<file path="config.mk">
export PLATFORM = sky130hd
export DESIGN_NAME = key_move_collector
export DESIGN_NICKNAME = d
export VERILOG_FILES = /design/src/rtl/key_move_collector.sv
export SDC_FILE = /design/constraint.sdc
export NUM_CORES = 1
export LEC_CHECK = 0
export CORE_MARGIN = 1.5
export CORE_UTILIZATION = 35
export CTS_CLUSTER_SIZE = 30
export DETAILED_ROUTE_END_ITERATION = 7
export DONT_BUFFER_PORTS = 1
export HOLD_SLACK_MARGIN = 0.15
export PLACE_DENSITY_LB_ADDON = 0.3
export SLEW_MARGIN = 40
export SYNTH_ARGS = -nofsm -noshare
export SYNTH_HDL_FRONTEND = slang
export SYNTH_SLANG_ARGS = --single-unit
</file>
<file path="constraint.sdc">
create_clock -name clk -period 2.6 [get_ports clk]
set_input_delay 0.39 -clock clk [delete_from_list [all_inputs] [get_ports clk]]
set_output_delay 0.39 -clock clk [all_outputs]
set_load 0.05 [all_outputs]
</file>
<file path="src/rtl/key_move_collector.sv">
// key_move_collector: assembles a four-key chess move (file, rank, file, rank)
// from PS/2 make codes. Break/extended prefixes swallow the following byte;
// backspace, escape and enter edit the move; the finished move is held on
// key1..key4 with en high until move_ack.
// Optional feature macro: KEY_STRICT_ORDER_EN (slots 1/3 letters A-H only,
// slots 2/4 digits 1-8 only). Default build accepts any non-control code.
module key_move_collector #(
   parameter int CODE_W = 8
) (
   input  logic              clk,
   input  logic              rst_n,
   input  logic              code_valid,
   input  logic [CODE_W-1:0] code,
   input  logic              move_ack,
   output logic [CODE_W-1:0] key1,
   output logic [CODE_W-1:0] key2,
   output logic [CODE_W-1:0] key3,
   output logic [CODE_W-1:0] key4,
   output logic              en,
   output logic [2:0]        count
);

   typedef enum logic [1:0] {COLLECT, SKIP, READY} state_t;

   localparam logic [CODE_W-1:0] C_BRK  = CODE_W'(8'hF0);
   localparam logic [CODE_W-1:0] C_EXT  = CODE_W'(8'hE0);
   localparam logic [CODE_W-1:0] C_BKSP = CODE_W'(8'h66);
   localparam logic [CODE_W-1:0] C_ENT  = CODE_W'(8'h5A);
   localparam logic [CODE_W-1:0] C_ESC  = CODE_W'(8'h76);

   state_t                       state_q, state_d;
   logic [3:0][CODE_W-1:0]       key_q, key_d;
   logic [2:0]                   count_q, count_d;
   logic                         en_q, en_d;
   logic                         legal;
   logic [1:0]                   last_idx;

`ifdef KEY_STRICT_ORDER_EN
   function automatic logic is_letter(input logic [CODE_W-1:0] c);
      case (c)
         CODE_W'(8'h1C), CODE_W'(8'h32), CODE_W'(8'h21), CODE_W'(8'h23),
         CODE_W'(8'h24), CODE_W'(8'h2B), CODE_W'(8'h34), CODE_W'(8'h33): return 1'b1;
         default: return 1'b0;
      endcase
   endfunction

   function automatic logic is_digit(input logic [CODE_W-1:0] c);
      case (c)
         CODE_W'(8'h16), CODE_W'(8'h1E), CODE_W'(8'h26), CODE_W'(8'h25),
         CODE_W'(8'h2E), CODE_W'(8'h36), CODE_W'(8'h3D), CODE_W'(8'h3E): return 1'b1;
         default: return 1'b0;
      endcase
   endfunction
`endif

   // Slot legality: odd slots (index 0/2) take files, even slots take ranks.
   always_comb begin
`ifdef KEY_STRICT_ORDER_EN
      legal = count_q[0] ? is_digit(code) : is_letter(code);
`else
      legal = 1'b1;
`endif
   end

   // Next-state, slot editing and enable decode.
   always_comb begin
      state_d  = state_q;
      key_d    = key_q;
      count_d  = count_q;
      last_idx = 2'(count_q - 3'd1);
      case (state_q)
         COLLECT: begin
            if (code_valid) begin
               if (code == C_BRK || code == C_EXT) begin
                  state_d = SKIP;
               end else if (code == C_ESC) begin
                  key_d   = '0;
                  count_d = 3'd0;
               end else if (code == C_BKSP) begin
                  if (count_q != 3'd0) begin
                     key_d[last_idx] = '0;
                     count_d         = count_q - 3'd1;
                  end
               end else if (code == C_ENT) begin
                  if (count_q == 3'd4) state_d = READY;
               end else if (count_q < 3'd4 && legal) begin
                  key_d[count_q[1:0]] = code;
                  count_d             = count_q + 3'd1;
               end
            end
         end
         SKIP: begin
            // The byte after a prefix is consumed regardless of its value.
            if (code_valid) state_d = COLLECT;
         end
         READY: begin
            // Incoming bytes are dropped; ack wins over a coincident byte.
            if (move_ack) begin
               state_d = COLLECT;
               key_d   = '0;
               count_d = 3'd0;
            end
         end
         default: state_d = COLLECT;
      endcase
      en_d = (state_d == READY);
   end

   // State and output registers, cleared asynchronously.
   always_ff @(posedge clk or negedge rst_n) begin
      if (!rst_n) begin
         state_q <= COLLECT;
         key_q   <= '0;
         count_q <= 3'd0;
         en_q    <= 1'b0;
      end else begin
         state_q <= state_d;
         key_q   <= key_d;
         count_q <= count_d;
         en_q    <= en_d;
      end
   end

   assign key1  = key_q[0];
   assign key2  = key_q[1];
   assign key3  = key_q[2];
   assign key4  = key_q[3];
   assign en    = en_q;
   assign count = count_q;

endmodule

</file>
==> results of run 1 <==
[cells in the mapped netlist, types with 3 or more instances]
cell type / count / share of area
a211oi_1: 3 / 0.012
a21o_1: 4 / 0.016
a21oi_1: 7 / 0.019
a22o_1: 8 / 0.037
a32o_1: 25 / 0.13
clkbuf_1: 4 / 0.0080
dfrtp_1: 38 / 0.51
ha_1: 7 / 0.047
inv_1: 4 / 0.0080
nand2_1: 3 / 0.0060
nand2b_1: 3 / 0.010
nand3b_1: 4 / 0.016
nand4b_1: 4 / 0.019
nor2_1: 7 / 0.014
nor3_1: 5 / 0.013
[power breakdown]
part	switching, mW	leakage [nW]	total, mW	internal (mW)
sequential	0.980	0.482	1.80	0.822
combinational	0.478	0.383	0.853	0.375
clock	0.218	0.0472	0.431	0.213
total	1.68	0.912	3.09	1.41
[layout by cell type, fill, tap and decap left out, types with 2 or more instances in the layout]
cell type and n:
a32o_1 25, nand2b_1 3, nand2_1 3, buf_4 6, a22o_1 8, ha_1 7, dfrtp_1 38, nor3_1 5
nand3b_1 4, a211oi_1 3, nand4b_1 4, nand4bb_1 2, inv_1 4, or3_1 2, a21o_1 4, clkbuf_8 6
nor2b_1 2, nor2_1 7, a21oi_1 7
[layout make-up]
cell class	count	area [um^2]
Fill cell	530	3040
Inverter	4	15.0
Clock inverter	2	12.5
Multi-Input combinational cell	104	875
Tap cell	70	87.6
Timing Repair Buffer	8	75.1
Clock buffer	6	82.6
Sequential cell	38	951
[worst max path at each step]
stage | from | end | slack, ps | cells past startpoint
2_1_floorplan | count[0]$_DFFE_PN0P_ | key1[0]$_DFFE_PN0P_ | 100 | 8
3_5_place_dp | count[0]$_DFFE_PN0P_ | key1[7]$_DFFE_PN0P_ | 270 | 7
3_3_place_gp | count[0]$_DFFE_PN0P_ | key2[7]$_DFFE_PN0P_ | 330 | 7
5_1_grt | state_q[0]$_DFF_PN0_ | key1[5]$_DFFE_PN0P_ | 90 | 5
6_report | state_q[0]$_DFF_PN0_ | key1[5]$_DFFE_PN0P_ | 240 | 5
4_1_cts | count[0]$_DFFE_PN0P_ | key2[0]$_DFFE_PN0P_ | 260 | 7
[state kept, by name (all words and copies together) (netlist names)]
signal,flops
key2,8
en,1
key4,8
key1,8
count,3
key3,8
state_q,2
[per-layer routing]
| layer | global-route usage | vias up | share of wire |
|---|---|---|---|
| li1 | - | 624 | - |
| met1 | 0.216 | 714 | 0.41 |
| met2 | 0.267 | 77 | 0.47 |
| met3 | 0.0719 | 8 | 0.11 |
| met4 | 0.0611 | 0 | 0.013 |
| met5 | 0 | - | 0 |
[metrics by stage]
step	hold slack, ps	area (um^2)	setup slack [ps]	util
after global placement	96.1	1970	335	0.384
final	226	2100	240	0.408
after CTS	226	2100	258	0.408
after global routing	232	2100	86.7	0.408
after floorplan	94.4	1880	103	-
after detailed placement	95.7	1970	268	0.384
[critical path, stage by stage (launching register included)]
cell      delay (ps)
dfrtp_1          440
nand2b_1         170
a211o_1          310
a22oi_2          400
nor3b_2          700
a32o_1           280
[cell families after synthesis]
group / after synthesis / share of synthesized area
multiplexers: 2 / 0.0113
AND/OR/NAND/NOR: 44 / 0.173
AO/OA/AOI/OAI: 51 / 0.235
flip-flops: 38 / 0.506
adder cells (fa/ha/maj): 7 / 0.0466
buffers and inverters: 13 / 0.0280
==> reports/results.ini, run 1 <==
[outcome]
status=complete, no violations

[hold_path]
hp-start=code[2]
hold_depth=1
hold_class=input pin to register
whs_endpoint=key4[2]$_DFFE_PN0P_

[die]
io_pins=48
rows=26
die_w_um=76.3
dieArea_um2=5810
core-area_um2=5140
die_h_um=76.3
initial_core_util=0.365

[placement]
hpwlAfterDp_um=3480
port_buffers=0
place.gp.congestion=0.823
place_inst=222

[timing]
tightest_slew_ps=733
fin_tns_setup_ps=0
slew_headroom=0.509
final_max_slew_viol_count=0
rsz0062_at_grt=no
finalCritPeriodShare=0.908
fmax_ghz=0.424
min_period_ps=2360
skew_ps=6.09
setup_viol=0
hold_viol=0

[global_routing]
first_global_vias=1442
grt_start_max_net_pins=39
grt_overflow=0
grt_pass1_wl_um=7890
antenna_found_initial=0
grt_usage=0.172

[routing]
drtIter0Drc=109
drc=0
first_pass_iters=4
viasPerCell=6.13
wire_per_inst_um=21.2
vias=1423
routed_wl_um=4920
ant_nets=0

[pwr]
p_per_area_nw_per_um2=1470
ir_drop_mv=0.729
p_leak_nw=0.912
p_total_mw=3.09

[critical_path]
critPathLaunchType=register
path_class=register to register
r2r_cells=5
crit_path_end_kind=register
required_ps=2830
reg2reg_slack_ps=240
crit_arrival_ps=2590
timing.rr.end=key1[5]$_DFFE_PN0P_
timing.rr.start=state_q[0]$_DFF_PN0_
cp_max_fo=12

[clocking]
post-cts-setup-buffer-count=0
clk_pin_slew_ps=80
clk_path_buf_depth=2
cts_buffers=5
hold_buffers=2
h-tree-depth=2
clockRootBuffer=clkbuf_8
cts_tree=yes
cts.sinks=38
clk_latency_ps=290
cts.repair.resized=0

[synth]
synth_fp_nets=174
synth_edf_count=0
synth-seq-cells=38
ys_seq_area_frac=0.506
postSynthAreaPerCell_um2=12.1
ys_types=39
syn_inst=155
synthFlopType=dfrtp_1
syn_area_um2=1880
synthArstFlopShare=1.00
yosys_warnings=0

[finish]
nets=180
stdcell_count=232
drive_above_1_share=0.130
syn_to_final_growth_pct=11.7
n_antenna_cell=0

[job]
maxCapViolCount=0

No activity file was read; power rests on OpenSTA's default activity.
==> run 2: changes to the inputs <==
--- a/config.mk
+++ b/config.mk
@@ -11,8 +11,10 @@
 export DETAILED_ROUTE_END_ITERATION = 7
 export DONT_BUFFER_PORTS = 1
 export HOLD_SLACK_MARGIN = 0.15
-export PLACE_DENSITY_LB_ADDON = 0.3
+export MAX_ROUTING_LAYER = met4
+export PLACE_DENSITY = 0.59
 export SLEW_MARGIN = 40
 export SYNTH_ARGS = -nofsm -noshare
 export SYNTH_HDL_FRONTEND = slang
 export SYNTH_SLANG_ARGS = --single-unit
+export TNS_END_PERCENT = 1
==> reports/results.ini, run 2 (same netlist as run 1, synthesis figures left out) <==
[outcome]
status=complete, no violations

[critical_path]
cp_max_fo=14
critPathMaxStageDelay_ps=510
path_cells=inv_1 > ha_1 > or4b_1 > nor4_4 > a211oi_1 > and2_1 > a32o_1
critPathTopFamily=simple AND/OR/NAND/NOR gates
path_class=register to register
crit_arrival_ps=2540
required_ps=2780
crit_path_end_kind=register
slowest_stage=or4b_1
critical_path_buf_inv_count=1
critPathLaunchType=register

[routing]
first_pass_iters=4
viasPerCell=6.35
vias=1474
drtIter0Drc=136
wl_met2_um=2380
wl_met3_um=583
wl_met1_um=1980
drc=0
ant_nets=0
wire_per_inst_um=21.4
routed_wl_um=4980
top_layer_used=met4

[placement]
place.gp.congestion=0.812
hpwlAfterDp_um=3530
port_buffers=0
postPlaceCellArea_um2=1970
dpl_worst_slack_ps=284

[timing]
slew_headroom=0.515
min_period_ps=2360
fmax_ghz=0.424
hold_viol=0
whs_ps=223
rsz0062_at_grt=no
skew_ps=11.1
setup_viol=0
fin_tns_setup_ps=0
tightest_slew_ps=724
final_max_slew_viol_count=0
layout_setup_ws_ps=242
finalCritPeriodShare=0.907

[finish]
drive_above_1_share=0.130
fillCellCount=536
syn_to_final_growth_pct=14.0
n_antenna_cell=0
final_design_area_no_fill_um2=2140
nets=180
final_common_cell=dfrtp_1
layout_common_cells=dfrtp_1, a32o_1, a22o_1

[clocking]
post-cts-setup-buffer-count=0
clk_pin_slew_ps=90
cts_buffers=5
clk_latency_ps=290
cts.sinks=38
cts_tree=yes
clk_path_buf_depth=2
h-tree-depth=2
clockRootBuffer=clkbuf_8

[global_routing]
grt_usage=0.184
first_global_vias=1516
grt_overflow=0
antenna_found_initial=0
grt_start_max_net_pins=39
grt_pass1_wl_um=8190

[pwr]
p_per_area_nw_per_um2=1530
p_leak_nw=0.933
ir_drop_mv=0.669

[die]
io_pins=48
core-area_um2=5140
rows=26
die_h_um=76.3
initial_core_util=0.365
die_w_um=76.3
dieArea_um2=5810

[job]
maxCapViolCount=0

[hold_path]
hold_class=input pin to register

-- run 2: cell type report --
type                    instances  area [um^2]  area share
flip-flops and latches         38          951       0.444
multi-input cells             104          875       0.409
well taps                      70         87.6      0.0409
repair buffers                  8         75.1      0.0351
clock buffers                   5         68.8      0.0321
clock inverters                 3         68.8      0.0321
inverters                       4         15.0     0.00701
-- run 2: worst paths after layout --
| path | startpoint | to | slack [ps] | depth (start not counted) |
|---|---|---|---|---|
| setup / recovery | count[0]$_DFFE_PN0P_ | key1[7]$_DFFE_PN0P_ | 240 | 7 |
| hold / removal | code[2] | key4[2]$_DFFE_PN0P_ | 220 | 1 |
| setup reg to reg | count[0]$_DFFE_PN0P_ | key1[7]$_DFFE_PN0P_ | 240 | 7 |
| hold reg to reg | state_q[0]$_DFF_PN0_ | state_q[1]$_DFF_PN0_ | 560 | 1 |
| max in group asynchronous | rst_n | key4[0]$_DFFE_PN0P_ | 1840 | 2 |
| min in group asynchronous | rst_n | state_q[1]$_DFF_PN0_ | 540 | 2 |
-- run 2: where the power goes --
part	total [mW]	leakage, nW	internal (mW)	switching (mW)
registers	1.81	0.482	0.822	0.986
clock network	0.608	0.0683	0.385	0.223
logic	0.860	0.383	0.375	0.485
-- run 2: layer usage --
metal / up-vias / track usage
li1: 631 / -
met1: 757 / 0.231
met2: 82 / 0.277
met3: 4 / 0.0731
met4: 0 / 0.0500
met5: - / -
-- run 2: worst reg2reg max path, cell delays in order, from the launching register on --
cell and delay, ps:
dfrtp_1 380, inv_1 170, ha_1 200, or4b_1 510, nor4_4 190, a211oi_1 100
and2_1 350, a32o_1 350
-- run 2: repair_timing --
action	in CTS	in global routing
hold endpoints to repair	38	0
hold buffers	2	0
setup endpoints to repair	0	0
resized for setup	0	0
-- run 2: through the flow --
| step | total power, mW | instances | utilization |
|---|---|---|---|
| after floorplan | 2.41 | 155 | - |
| after global placement | 2.63 | 222 | 0.384 |
| after detailed placement | 2.66 | 222 | 0.384 |
| after CTS | 3.29 | 232 | 0.417 |
| after global routing | 3.43 | 232 | 0.417 |
| final | 3.28 | 232 | 0.417 |
==> run 3: changes to the inputs <==
==> constraint.sdc (replaced) <==
create_clock -name clk -period 2.9 [get_ports clk]
set_input_delay 0.435 -clock clk [delete_from_list [all_inputs] [get_ports clk]]
set_output_delay 0.435 -clock clk [all_outputs]
set_load 0.05 [all_outputs]
==> reports/results.ini, run 3 (same netlist as run 1, synthesis figures left out) <==
[timing]
hold_viol=0
skew_ps=8.02
finalCritPeriodShare=0.842
tightest_slew_ps=723
whs_ps=272
rsz0062_at_grt=no
final_max_slew_viol_count=0
layout_setup_ws_ps=458
min_period_ps=2440
fin_tns_setup_ps=0
fmax_ghz=0.410
slew_headroom=0.517
setup_viol=0

[critical_path]
critPathMaxStageDelay_ps=490
slowest_stage=or4b_1
required_ps=3080
cp_max_fo=14
path_cells=inv_1 > ha_1 > or4b_1 > nor4_4 > a211oi_1 > and2_1 > a32o_1
crit_path_end_kind=register
critPathLaunchType=register
path_class=register to register
crit_arrival_ps=2620

[die]
dieArea_um2=5810
die_w_um=76.3
io_pins=48
rows=26
core-area_um2=5140
die_h_um=76.3
initial_core_util=0.365

[global_routing]
grt_pass1_wl_um=8380
grt_overflow=0
grt_usage=0.191
first_global_vias=1491
antenna_found_initial=0
grt_start_max_net_pins=39

[routing]
drc=0
first_pass_iters=4
ant_nets=0
drtIter0Drc=124
routed_wl_um=5100
wire_per_inst_um=22.2
vias=1426
viasPerCell=6.20

[clocking]
cts_buffers=5
clockRootBuffer=clkbuf_8
cts.sinks=38
cts.repair.resized=0
cts_tree=yes
clk_path_buf_depth=2
clk_pin_slew_ps=80
clk_latency_ps=290
h-tree-depth=2
hold_buffers=2
post-cts-setup-buffer-count=0

[placement]
place.gp.congestion=0.901
dpl_worst_slack_ps=494
port_buffers=0
postPlaceCellArea_um2=1970
hpwlAfterDp_um=3580
place_inst=221

[finish]
final_design_area_no_fill_um2=2070
syn_to_final_growth_pct=10.5
layout_common_cells=dfrtp_1, a32o_1, a22o_1
nets=179
final_util=0.404
final_common_cell=dfrtp_1
fillCellCount=521
drive_above_1_share=0.119
n_antenna_cell=0
stdcell_count=230

[job]
maxCapViolCount=0

[pwr]
sequentialPowerShare=0.592
p_per_area_nw_per_um2=1320
p_leak_nw=0.902
internal_power_mw=1.24
clkPwrFrac=0.124
p_sw_frac=0.548
ir_drop_mv=0.558
netSwitchingPower_mw=1.50
p_total_mw=2.74
pwr-share-comb=0.284

[hold_path]
hold_class=input pin to register

[outcome]
status=complete, no violations

## run 3: changes by cell type in the layout (fill, tap and decap cells not counted), sizes merged
cell    before  now
clkinv       1    2
bufinv       2    0
buf          7    6
## run 3: path summary, 6_finish.rpt
check	start	slack, ps	depth (start not counted)	to
worst max-delay path	count[0]$_DFFE_PN0P_	460	7	key1[7]$_DFFE_PN0P_
worst min-delay path	code[2]	270	1	key4[2]$_DFFE_PN0P_
worst max register to register	count[0]$_DFFE_PN0P_	460	7	key1[7]$_DFFE_PN0P_
worst min register to register	state_q[0]$_DFF_PN0_	560	1	state_q[1]$_DFF_PN0_
max in group asynchronous	rst_n	2100	2	key1[2]$_DFFE_PN0P_
min in group asynchronous	rst_n	590	2	state_q[0]$_DFF_PN0_
## run 3: power groups by stage
| stage | combinational, mW | clock, mW | sequential (mW) |
|---|---|---|---|
| 2_1_floorplan | 0.508 | 0 | 1.66 |
| 6_report | 0.777 | 0.340 | 1.62 |
| 3_5_place_dp | 0.757 | 0 | 1.63 |
| 3_3_place_gp | 0.722 | 0 | 1.63 |
| 4_1_cts | 0.777 | 0.349 | 1.62 |
| 5_1_grt | 0.860 | 0.384 | 1.66 |
## run 3: worst max-delay path, delay by kind of cell (launching register included)
kind / cells / cell delay [ps]
adder cells (fa/ha/maj): 1 / 190
AO/OA/AOI/OAI: 2 / 460
AND/OR/NAND/NOR: 3 / 1130
flip-flops: 1 / 390
buffers and inverters: 1 / 160
## run 3: area by class of cell
class | instances | area, um^2 | area share
inverter | 4 | 15.0 | 0.00724
timing repair buffer | 7 | 67.6 | 0.0326
sequential | 38 | 951 | 0.458
tap | 70 | 87.6 | 0.0422
clock buffer | 5 | 68.8 | 0.0332
multi-input combinational | 104 | 875 | 0.422
clock inverter | 2 | 10.0 | 0.00483
## run 3: metal layers
metal | routed length [um] | GRT usage | vias up
met4 | 38 | 0.0574 | 0
met2 | 2410 | 0.287 | 64
met3 | 550 | 0.0766 | 5
met1 | 2100 | 0.239 | 731
li1 | - | - | 626
met5 | 0 | - | -
